File: src/rtl/mem_stage.sv
// ============================================================================
// Module      : mem_stage
// Description : Pipeline memory stage. Holds the EX->MEM register set (M),
//               issues aligned data-memory requests with byte lanes and
//               replicated store data, stalls the upstream stage while an
//               access waits for its acknowledge, and produces the registered
//               writeback bundle (W) with aligned, extended load data.
// Revision    : 1.0 - initial release
// ============================================================================
`default_nettype none

module mem_stage #(
  parameter int DWIDTH   = 32,
  parameter int PC_WIDTH = 32
) (
  input  logic                clk,
  input  logic                rst,

  // EX stage handshake and instruction fields
  input  logic                ex_valid,
  output logic                ex_ready,
  input  logic [DWIDTH-1:0]   ex_alu_out,
  input  logic [DWIDTH-1:0]   ex_store_data,
  input  logic [PC_WIDTH-1:0] ex_pc_add4,
  input  logic                ex_mem_rd,
  input  logic                ex_mem_wr,
  input  logic [1:0]          ex_mem_size,
  input  logic                ex_load_unsign,
  input  logic [4:0]          ex_rd,
  input  logic                ex_reg_wen,
  input  logic [1:0]          ex_wb_sel,

  // Data memory port
  output logic                dmem_req,
  output logic                dmem_we,
  output logic [DWIDTH-1:0]   dmem_addr,
  output logic [DWIDTH-1:0]   dmem_wdata,
  output logic [3:0]          dmem_be,
  input  logic                dmem_ack,
  input  logic [DWIDTH-1:0]   dmem_rdata,

  // Forwarding path back to EX
  output logic [DWIDTH-1:0]   alu_out_forw,

  // Writeback bundle
  output logic                wb_valid,
  output logic [DWIDTH-1:0]   wb_alu_out,
  output logic [DWIDTH-1:0]   wb_load_data,
  output logic [PC_WIDTH-1:0] wb_pc_add4,
  output logic [4:0]          wb_rd,
  output logic                wb_reg_wen,
  output logic [1:0]          wb_wb_sel,
  output logic                misalign
);

  // Access size encodings; 2'b11 behaves as a word access.
  localparam logic [1:0] SIZE_BYTE = 2'b00;
  localparam logic [1:0] SIZE_HALF = 2'b01;

  typedef enum logic [0:0] {
    ST_RUN  = 1'b0,
    ST_WAIT = 1'b1
  } state_t;

  state_t state_q, state_d;

  // --------------------------------------------------------------------------
  // M register set
  // --------------------------------------------------------------------------
  logic                m_valid_q;
  logic [DWIDTH-1:0]   m_alu_out_q;
  logic [DWIDTH-1:0]   m_store_data_q;
  logic [PC_WIDTH-1:0] m_pc_add4_q;
  logic                m_mem_rd_q;
  logic                m_mem_wr_q;
  logic [1:0]          m_mem_size_q;
  logic                m_load_unsign_q;
  logic [4:0]          m_rd_q;
  logic                m_reg_wen_q;
  logic [1:0]          m_wb_sel_q;

  // --------------------------------------------------------------------------
  // W register set
  // --------------------------------------------------------------------------
  logic                wb_valid_q;
  logic [DWIDTH-1:0]   wb_alu_out_q;
  logic [DWIDTH-1:0]   wb_load_data_q;
  logic [PC_WIDTH-1:0] wb_pc_add4_q;
  logic [4:0]          wb_rd_q;
  logic                wb_reg_wen_q;
  logic [1:0]          wb_wb_sel_q;
  logic                misalign_q;

  // --------------------------------------------------------------------------
  // Combinational access decode
  // --------------------------------------------------------------------------
  logic              mem_op;
  logic              m_misalign;
  logic              m_mem;
  logic              stall;
  logic [3:0]        be_raw;
  logic [DWIDTH-1:0] wdata_raw;
  logic [DWIDTH-1:0] load_shifted;
  logic [DWIDTH-1:0] load_data_d;

  // Misalignment only matters for an actual valid load/store; a stray odd ALU
  // result on an arithmetic instruction must not suppress its writeback.
  assign mem_op     = m_valid_q & (m_mem_rd_q | m_mem_wr_q);
  assign m_misalign = mem_op &
                      (((m_mem_size_q == SIZE_HALF) & m_alu_out_q[0]) |
                       (m_mem_size_q[1] & (m_alu_out_q[1:0] != 2'b00)));
  assign m_mem      = mem_op & ~m_misalign;

  // An ack with no request outstanding cannot reach stall since m_mem gates it.
  assign stall      = m_mem & ~dmem_ack;
  assign ex_ready   = ~stall;

  assign dmem_req     = m_mem;
  assign dmem_we      = m_mem_wr_q;
  assign dmem_addr    = {m_alu_out_q[DWIDTH-1:2], 2'b00};
  assign dmem_wdata   = wdata_raw;
  // Lanes are quiet unless a request is actually presented.
  assign dmem_be      = m_mem ? be_raw : 4'b0000;
  assign alu_out_forw = m_alu_out_q;

  // Byte-lane enables and lane-replicated store data for the access size.
  always_comb begin
    be_raw    = 4'b1111;
    wdata_raw = m_store_data_q;
    case (m_mem_size_q)
      SIZE_BYTE: begin
        be_raw    = 4'b0001 << m_alu_out_q[1:0];
        wdata_raw = {(DWIDTH/8){m_store_data_q[7:0]}};
      end
      SIZE_HALF: begin
        be_raw    = 4'b0011 << {m_alu_out_q[1], 1'b0};
        wdata_raw = {(DWIDTH/16){m_store_data_q[15:0]}};
      end
      default: begin
        be_raw    = 4'b1111;
        wdata_raw = m_store_data_q;
      end
    endcase
  end

  // Align the returned word to bit 0 and extend to full width for loads.
  always_comb begin
    load_shifted = dmem_rdata >> {m_alu_out_q[1:0], 3'b000};
    load_data_d  = '0;
    if (m_mem & m_mem_rd_q) begin
      case (m_mem_size_q)
        SIZE_BYTE: load_data_d = {{(DWIDTH-8){~m_load_unsign_q & load_shifted[7]}},
                                  load_shifted[7:0]};
        SIZE_HALF: load_data_d = {{(DWIDTH-16){~m_load_unsign_q & load_shifted[15]}},
                                  load_shifted[15:0]};
        default:   load_data_d = load_shifted;
      endcase
    end
  end

  // --------------------------------------------------------------------------
  // Wait-state FSM
  // --------------------------------------------------------------------------

  // Next-state: enter WAIT while an access is unacknowledged, leave on ack.
  always_comb begin
    state_d = state_q;
    case (state_q)
      ST_RUN:  if (stall)  state_d = ST_WAIT;
      ST_WAIT: if (!stall) state_d = ST_RUN;
      default: state_d = ST_RUN;
    endcase
  end

  // State register.
  always_ff @(posedge clk or posedge rst) begin
    if (rst) begin
      state_q <= ST_RUN;
    end else begin
      state_q <= state_d;
    end
  end

  // --------------------------------------------------------------------------
  // Register sets
  // --------------------------------------------------------------------------

  // M captures the EX instruction whenever the stage is not stalled.
  always_ff @(posedge clk or posedge rst) begin
    if (rst) begin
      m_valid_q       <= 1'b0;
      m_alu_out_q     <= '0;
      m_store_data_q  <= '0;
      m_pc_add4_q     <= '0;
      m_mem_rd_q      <= 1'b0;
      m_mem_wr_q      <= 1'b0;
      m_mem_size_q    <= 2'b00;
      m_load_unsign_q <= 1'b0;
      m_rd_q          <= 5'd0;
      m_reg_wen_q     <= 1'b0;
      m_wb_sel_q      <= 2'b00;
    end else if (ex_ready) begin
      m_valid_q       <= ex_valid;
      m_alu_out_q     <= ex_alu_out;
      m_store_data_q  <= ex_store_data;
      m_pc_add4_q     <= ex_pc_add4;
      m_mem_rd_q      <= ex_mem_rd;
      m_mem_wr_q      <= ex_mem_wr;
      m_mem_size_q    <= ex_mem_size;
      m_load_unsign_q <= ex_load_unsign;
      m_rd_q          <= ex_rd;
      m_reg_wen_q     <= ex_reg_wen;
      m_wb_sel_q      <= ex_wb_sel;
    end
  end

  // W takes M on free-running edges; a stall holds contents but emits a bubble.
  always_ff @(posedge clk or posedge rst) begin
    if (rst) begin
      wb_valid_q     <= 1'b0;
      wb_alu_out_q   <= '0;
      wb_load_data_q <= '0;
      wb_pc_add4_q   <= '0;
      wb_rd_q        <= 5'd0;
      wb_reg_wen_q   <= 1'b0;
      wb_wb_sel_q    <= 2'b00;
      misalign_q     <= 1'b0;
    end else if (stall) begin
      wb_valid_q     <= 1'b0;
      misalign_q     <= 1'b0;
    end else begin
      wb_valid_q     <= m_valid_q;
      wb_alu_out_q   <= m_alu_out_q;
      wb_load_data_q <= load_data_d;
      wb_pc_add4_q   <= m_pc_add4_q;
      wb_rd_q        <= m_rd_q;
      // A misaligned access retires as a no-op so software sees the flag only.
      wb_reg_wen_q   <= m_reg_wen_q & ~m_misalign;
      wb_wb_sel_q    <= m_wb_sel_q;
      misalign_q     <= m_misalign;
    end
  end

  assign wb_valid     = wb_valid_q;
  assign wb_alu_out   = wb_alu_out_q;
  assign wb_load_data = wb_load_data_q;
  assign wb_pc_add4   = wb_pc_add4_q;
  assign wb_rd        = wb_rd_q;
  assign wb_reg_wen   = wb_reg_wen_q;
  assign wb_wb_sel    = wb_wb_sel_q;
  assign misalign     = misalign_q;

endmodule

`default_nettype wire

File: config.mk
export PLATFORM = sky130hd
export DESIGN_NAME = mem_stage
export DESIGN_NICKNAME = d
export VERILOG_FILES = /design/src/rtl/mem_stage.sv
export SDC_FILE = /design/constraint.sdc
export NUM_CORES = 1
export LEC_CHECK = 0
export ABC_AREA = 0
export BUFFER_PORTS_ARGS = -buffer_cell sky130_fd_sc_hd__buf_2
export CAP_MARGIN = 25
export CORE_ASPECT_RATIO = 1.5
export CORE_MARGIN = 3
export CORE_UTILIZATION = 44
export DETAILED_ROUTE_END_ITERATION = 16
export PLACE_DENSITY = 0.78
export RECOVER_POWER = 50
export SETUP_SLACK_MARGIN = 0.15
export SYNTH_ARGS = -nofsm -noshare
export SYNTH_HDL_FRONTEND = slang
export SYNTH_SLANG_ARGS = --single-unit
File: constraint.sdc
create_clock -name clk -period 6 [get_ports clk]
set_clock_uncertainty 0.05 [all_clocks]
set_input_delay 0.6 -clock clk [delete_from_list [all_inputs] [get_ports clk]]
set_output_delay 0.6 -clock clk [all_outputs]
set_load 0.01 [all_outputs]
# After elaboration in Yosys (flattened, before gate mapping)
# Index checks and enable logic that the tools add are counted.
[word_totals] out_inout_bits=209 in_bits=145 register_bits=216 elab_cells=48
[classes] bitwise=16 shifts=3 muxes=7 n_eq_ne=1 reduce_logical=2
[ops] cell="$pmux 32 s2" n=2
[ops] cell="$mux 32" n=1
[ops] cell="$shr 32x5->32" n=1
[ops] cell="$and 1x1->1" n=10
[ops] cell="$pmux 4 s2" n=1
[ops] cell="$mux 4" n=1
[ops] cell="$not 1->1" n=4
[ops] cell="$shl 1x2->4 const A" n=1
[ops] cell="$shl 2x2->4 const A" n=1
[ops] cell="$eq 2x1->1 const B" n=1
[ops] cell="$logic_not 2->1" n=1
[ops] cell="$mux 1" n=2
[ops] cell="$or 1x1->1" n=2
[ops] cell="$reduce_bool 2->1" n=1

# Longest topological paths before layout
[logic_depth] word_depth=8 mapped_depth=8 depth_no_buf=4

# Worst setup path before layout
# OpenSTA, ideal clock, no wires.
[synth_path] kind="reg-to-output" start="register m_alu_out_q[1] (netlist: alu_out_forw[1])" end="output dmem_be[3]" required_ps=5350 path_slack_ps=3756 n_path_buf=3 stages_incl_launch_ff=8 arrival_time_ps=1594 path_cell_list="dfrtp_1 > buf_2 > buf_2 > buf_2 > nand3b_1 > a21oi_1 > a31oi_1 > nor2_1"
[synth_between] elab_chain_len=7 word_cells_on_any_way=10 classes_between="shift: 2; mux: 2; bitwise: 5; reduce/logical: 1"
[synth_rtl] element="start: declaration" line_no="71" text="logic [DWIDTH-1:0] m_alu_out_q;"
[synth_rtl] element="start signal: assignment" line_no="204" text="m_alu_out_q <= ex_alu_out;"
[synth_rtl] element="$reduce_bool 2->1" line_no="111" text="(m_mem_size_q[1] & (m_alu_out_q[1:0] != 2'b00)));"
[synth_rtl] element="$and 1x1->1" line_no="111"
[synth_rtl] element="$or 1x1->1" line_no="110" text="(((m_mem_size_q == SIZE_HALF) & m_alu_out_q[0]) |"
[synth_rtl] element="$and 1x1->1" line_no="109" text="assign m_misalign = mem_op &"
[synth_rtl] element="$not 1->1" line_no="112" text="assign m_mem = mem_op & ~m_misalign;"
[synth_rtl] element="$and 1x1->1" line_no="112"
[synth_rtl] element="$mux 4 (*)" line_no="123" text="assign dmem_be = m_mem ? be_raw : 4'b0000;"
[synth_rtl] element="end: declaration" line_no="38" text="output logic [3:0] dmem_be,"
# Mark *: on every way between the ends. The rest lies on a longest branch, timed or not.

==> results.tsv <==
stage	metric	value	unit
global_routing	grtUsageMet2	33.7	%
place	port_buffers	351	
worst_setup_path	r2r_cells	4	
worst_setup_path	rr_startpoint	m_mem_size_q[0]	
clock_tree	clock-root-buffer	clkbuf_16	
power_and_ir_drop	power_leakage	5.01	nW
timing	hold_violations	0	
worst_setup_path	cp.depth	3	
detailed_routing	avgViaCountPerCell	5.14	
run_status	violations	capacitance limit, slew limit	
worst_setup_path	crit_path_top_delay_cell	clkbuf_2	
cells_and_area	layout_common_cells	dfrtp_1, buf_2, clkbuf_1, mux2_2, mux2_1	
global_routing	overflow	0	
floorplanning	die_h	184	microns
global_routing	groute.usage.overall	18.7	%
place	place_ws	3.07	ns
floorplanning	dieArea	22900	sq um
timing	rsz0062_at_grt	no	
global_routing	grt_pass1_vias	6483	
worst_setup_path	path_buf_inv	3	
worst_setup_path	crit_path_end_kind	async pin	
synth	netlist_instances	642	
cells_and_area	fillers	1820	
timing	tns	0	ns
run_status	status	finished, violations left	
cells_and_area	final_common_cell	dfrtp_1	
timing	fin_crit_sh	63.5	%
global_routing	grt_pass1_wl	35.0	mm
synth	ys_types	37	
clock_tree	htreeDepth	1	
place	hpwl	15.9	mm
timing	fin_crit	3.81	ns
worst_setup_path	r2r-end	wb_load_data[25]	
synth	avgSynthCellArea	14.4	sq um
clock_tree	cts_hold_buf	0	
worst_setup_path	critPathMaxFanout	113	
cells_and_area	antenna_cells	0	
floorplanning	start_util	45.0	%
worst_setup_path	start_kind	input pin	
detailed_routing	num_vias	6297	
timing	finalSetupViolCount	0	
global_routing	busiest_layer	met2	
cells_and_area	drive_gt1_share	35.5	%
detailed_routing	ant_nets	0	
clock_tree	cts_tree	done	
cells_and_area	nets	1092	
worst_setup_path	reg2reg_slack	3.15	ns
detailed_routing	drt_wl_total	22.2	mm
worst_setup_path	crit_end	m_mem_size_q[1]	
clock_tree	post_cts_resized	0	
cells_and_area	finish.utilization	55.0	%
job	maxCapViolCount	1	
timing	worst_slack	2.19	ns
worst_setup_path	startpoint	rst	
cells_and_area	syn2layout_area_growth	22.3	%
synth	syn-cell-area	9260	sq um
min_path	holdPathStages	2	
worst_setup_path	critical-path-max-stage-delay	2.03	ns
timing	tightest_slew	2.82	ns
timing	holdWs	0.246	ns
synth	synth-edff-count	0	
synth	synth_async_sr_flop_share	100	%
place	place_congestion	0.825	
place	dp_cells	1186	
clock_tree	post_cts_buffers	0	
synth	yosysTopAreaCell	dfrtp_1	
synth	seq_area_frac_synth	58.4	%
clock_tree	clock-sinks	216	
floorplanning	fp-row-count	64	
global_routing	antenna_found_initial	2	
worst_setup_path	crit_required	5.94	ns
detailed_routing	drtIter0Drc	316	
min_path	min_path_type	input pin to flip-flop	
clock_tree	cts.reportedPaths.clkPinSlew	0.06	ns
worst_setup_path	crit_family	buffers and inverters	
cells_and_area	final_cell_count_no_fill	1224	
worst_setup_path	crit_type	input pin to async pin	
power_and_ir_drop	irDropWorstVdd	0.307	mV
synth	synth_area_leaders	dfrtp_1, mux2_2, mux2_1	
synth	synth-main-ff-cell	dfrtp_1	
global_routing	grt_use_met1	21.6	%
timing	slew_headroom	-88.0	%
detailed_routing	drcViolationCount	0	
worst_setup_path	timing.critical_path.cells	buf_2 -> clkinvlp_2 -> clkbuf_2	
synth	yosysWarnings	0	
detailed_routing	first_pass_iters	4	
floorplanning	io_pins	354	
power_and_ir_drop	power_density	308	nW/um^2
clock_tree	cts_made_buffers	22	
floorplanning	die_w	124	microns
floorplanning	core_area	20600	sq um
timing	maxSlewViolCount	114	
global_routing	grtUsageMet3	4.30	%
timing	max_freq	0.262	GHz
detailed_routing	wire_per_inst	18.2	microns
global_routing	grt_max_degree	114	
synth	netlist.area_leader.share	58.4	%
clock_tree	insertion_delay	0.50	ns
clock_tree	clk_path_buf_depth	3	
synth	synth-seq-cells	216	
worst_setup_path	cp_data_arrival_time	3.75	ns
==> state kept, by name, summed over array words and instances (netlist names) <==
signal / cells
alu_out_forw: 32
dmem_we: 1
m_load_unsign_q: 1
m_mem_rd_q: 1
m_mem_size_q: 2
m_pc_add4_q: 32
m_rd_q: 5
m_reg_wen_q: 1
m_store_data_q: 32
m_valid_q: 1
m_wb_sel_q: 2
misalign: 1
wb_alu_out: 32
wb_load_data: 32
wb_pc_add4: 32
wb_rd: 5
wb_reg_wen: 1
wb_valid: 1
wb_wb_sel: 2
==> worst min-delay path by stage <==
stage	start	end	slack, ns
4_1_cts	rst	wb_rd[0]	0.15
5_1_grt	ex_wb_sel[0]	m_wb_sel_q[0]	0.23
3_5_place_dp	wb_load_data[15]	wb_load_data[15]	0.42
3_3_place_gp	wb_load_data[11]	wb_load_data[11]	0.41
6_report	ex_valid	m_valid_q	0.25
2_1_floorplan	m_store_data_q[16]	m_store_data_q[16]	0.41
==> layer usage <==
layer,wire (microns),up-vias
met5,18,-
met4,692,4
li1,-,2851
met1,8190,3138
met3,1470,49
met2,11900,255
==> final cells by class <==
| type | instances | area [sq um] | area share [%] |
|---|---|---|---|
| timing repair buffer | 361 | 1640 | 14.5 |
| multi-input combinational | 344 | 3270 | 28.8 |
| clock inverter | 4 | 37.5 | 0.331 |
| clock buffer | 33 | 632 | 5.58 |
| inverter | 2 | 8.76 | 0.0773 |
| sequential | 216 | 5410 | 47.7 |
| tap | 264 | 330 | 2.92 |
==> report_power, final <==
part,internal (mW),switching [mW]
Combinational,0.242,0.286
Clock,0.729,0.550
Sequential,1.59,0.0914
Total,2.56,0.927
==> cells by family (layout without fill, tap and decap cells) <==
family | count (synthesis) | after routing | share of synthesized area, %
AOI/OAI and AO/OA | 64 | 64 | 5.03
and+or+nand+nor | 53 | 53 | 2.78
xor gates and xnor gates | 1 | 1 | 0.0946
DFF | 216 | 216 | 58.4
muxes | 224 | 224 | 27.2
other | 1 | 2 | 0.0405
buffers and inverters | 83 | 400 | 6.43
==> cell usage after synthesis (all sizes together) (2+ instances only) <==
library cell	n
nand2	26
inv	2
mux4	2
mux2	204
dfrtp	216
a221oi	8
nor2	12
buf	74
nor3b	2
a221o	16
nor4	2
a21oi	9
clkbuf	7
mux2i	18
nand2b	2
o21ai	27
nor3	3
==> through the flow <==
step	cell area [sq um]	power (mW)
6_report	11300	3.48
5_1_grt	11300	3.65
4_1_cts	11500	3.56
3_5_place_dp	10900	2.26
3_3_place_gp	10800	2.24
2_1_floorplan	9270	2.04
(Power assumes the default switching activity.)
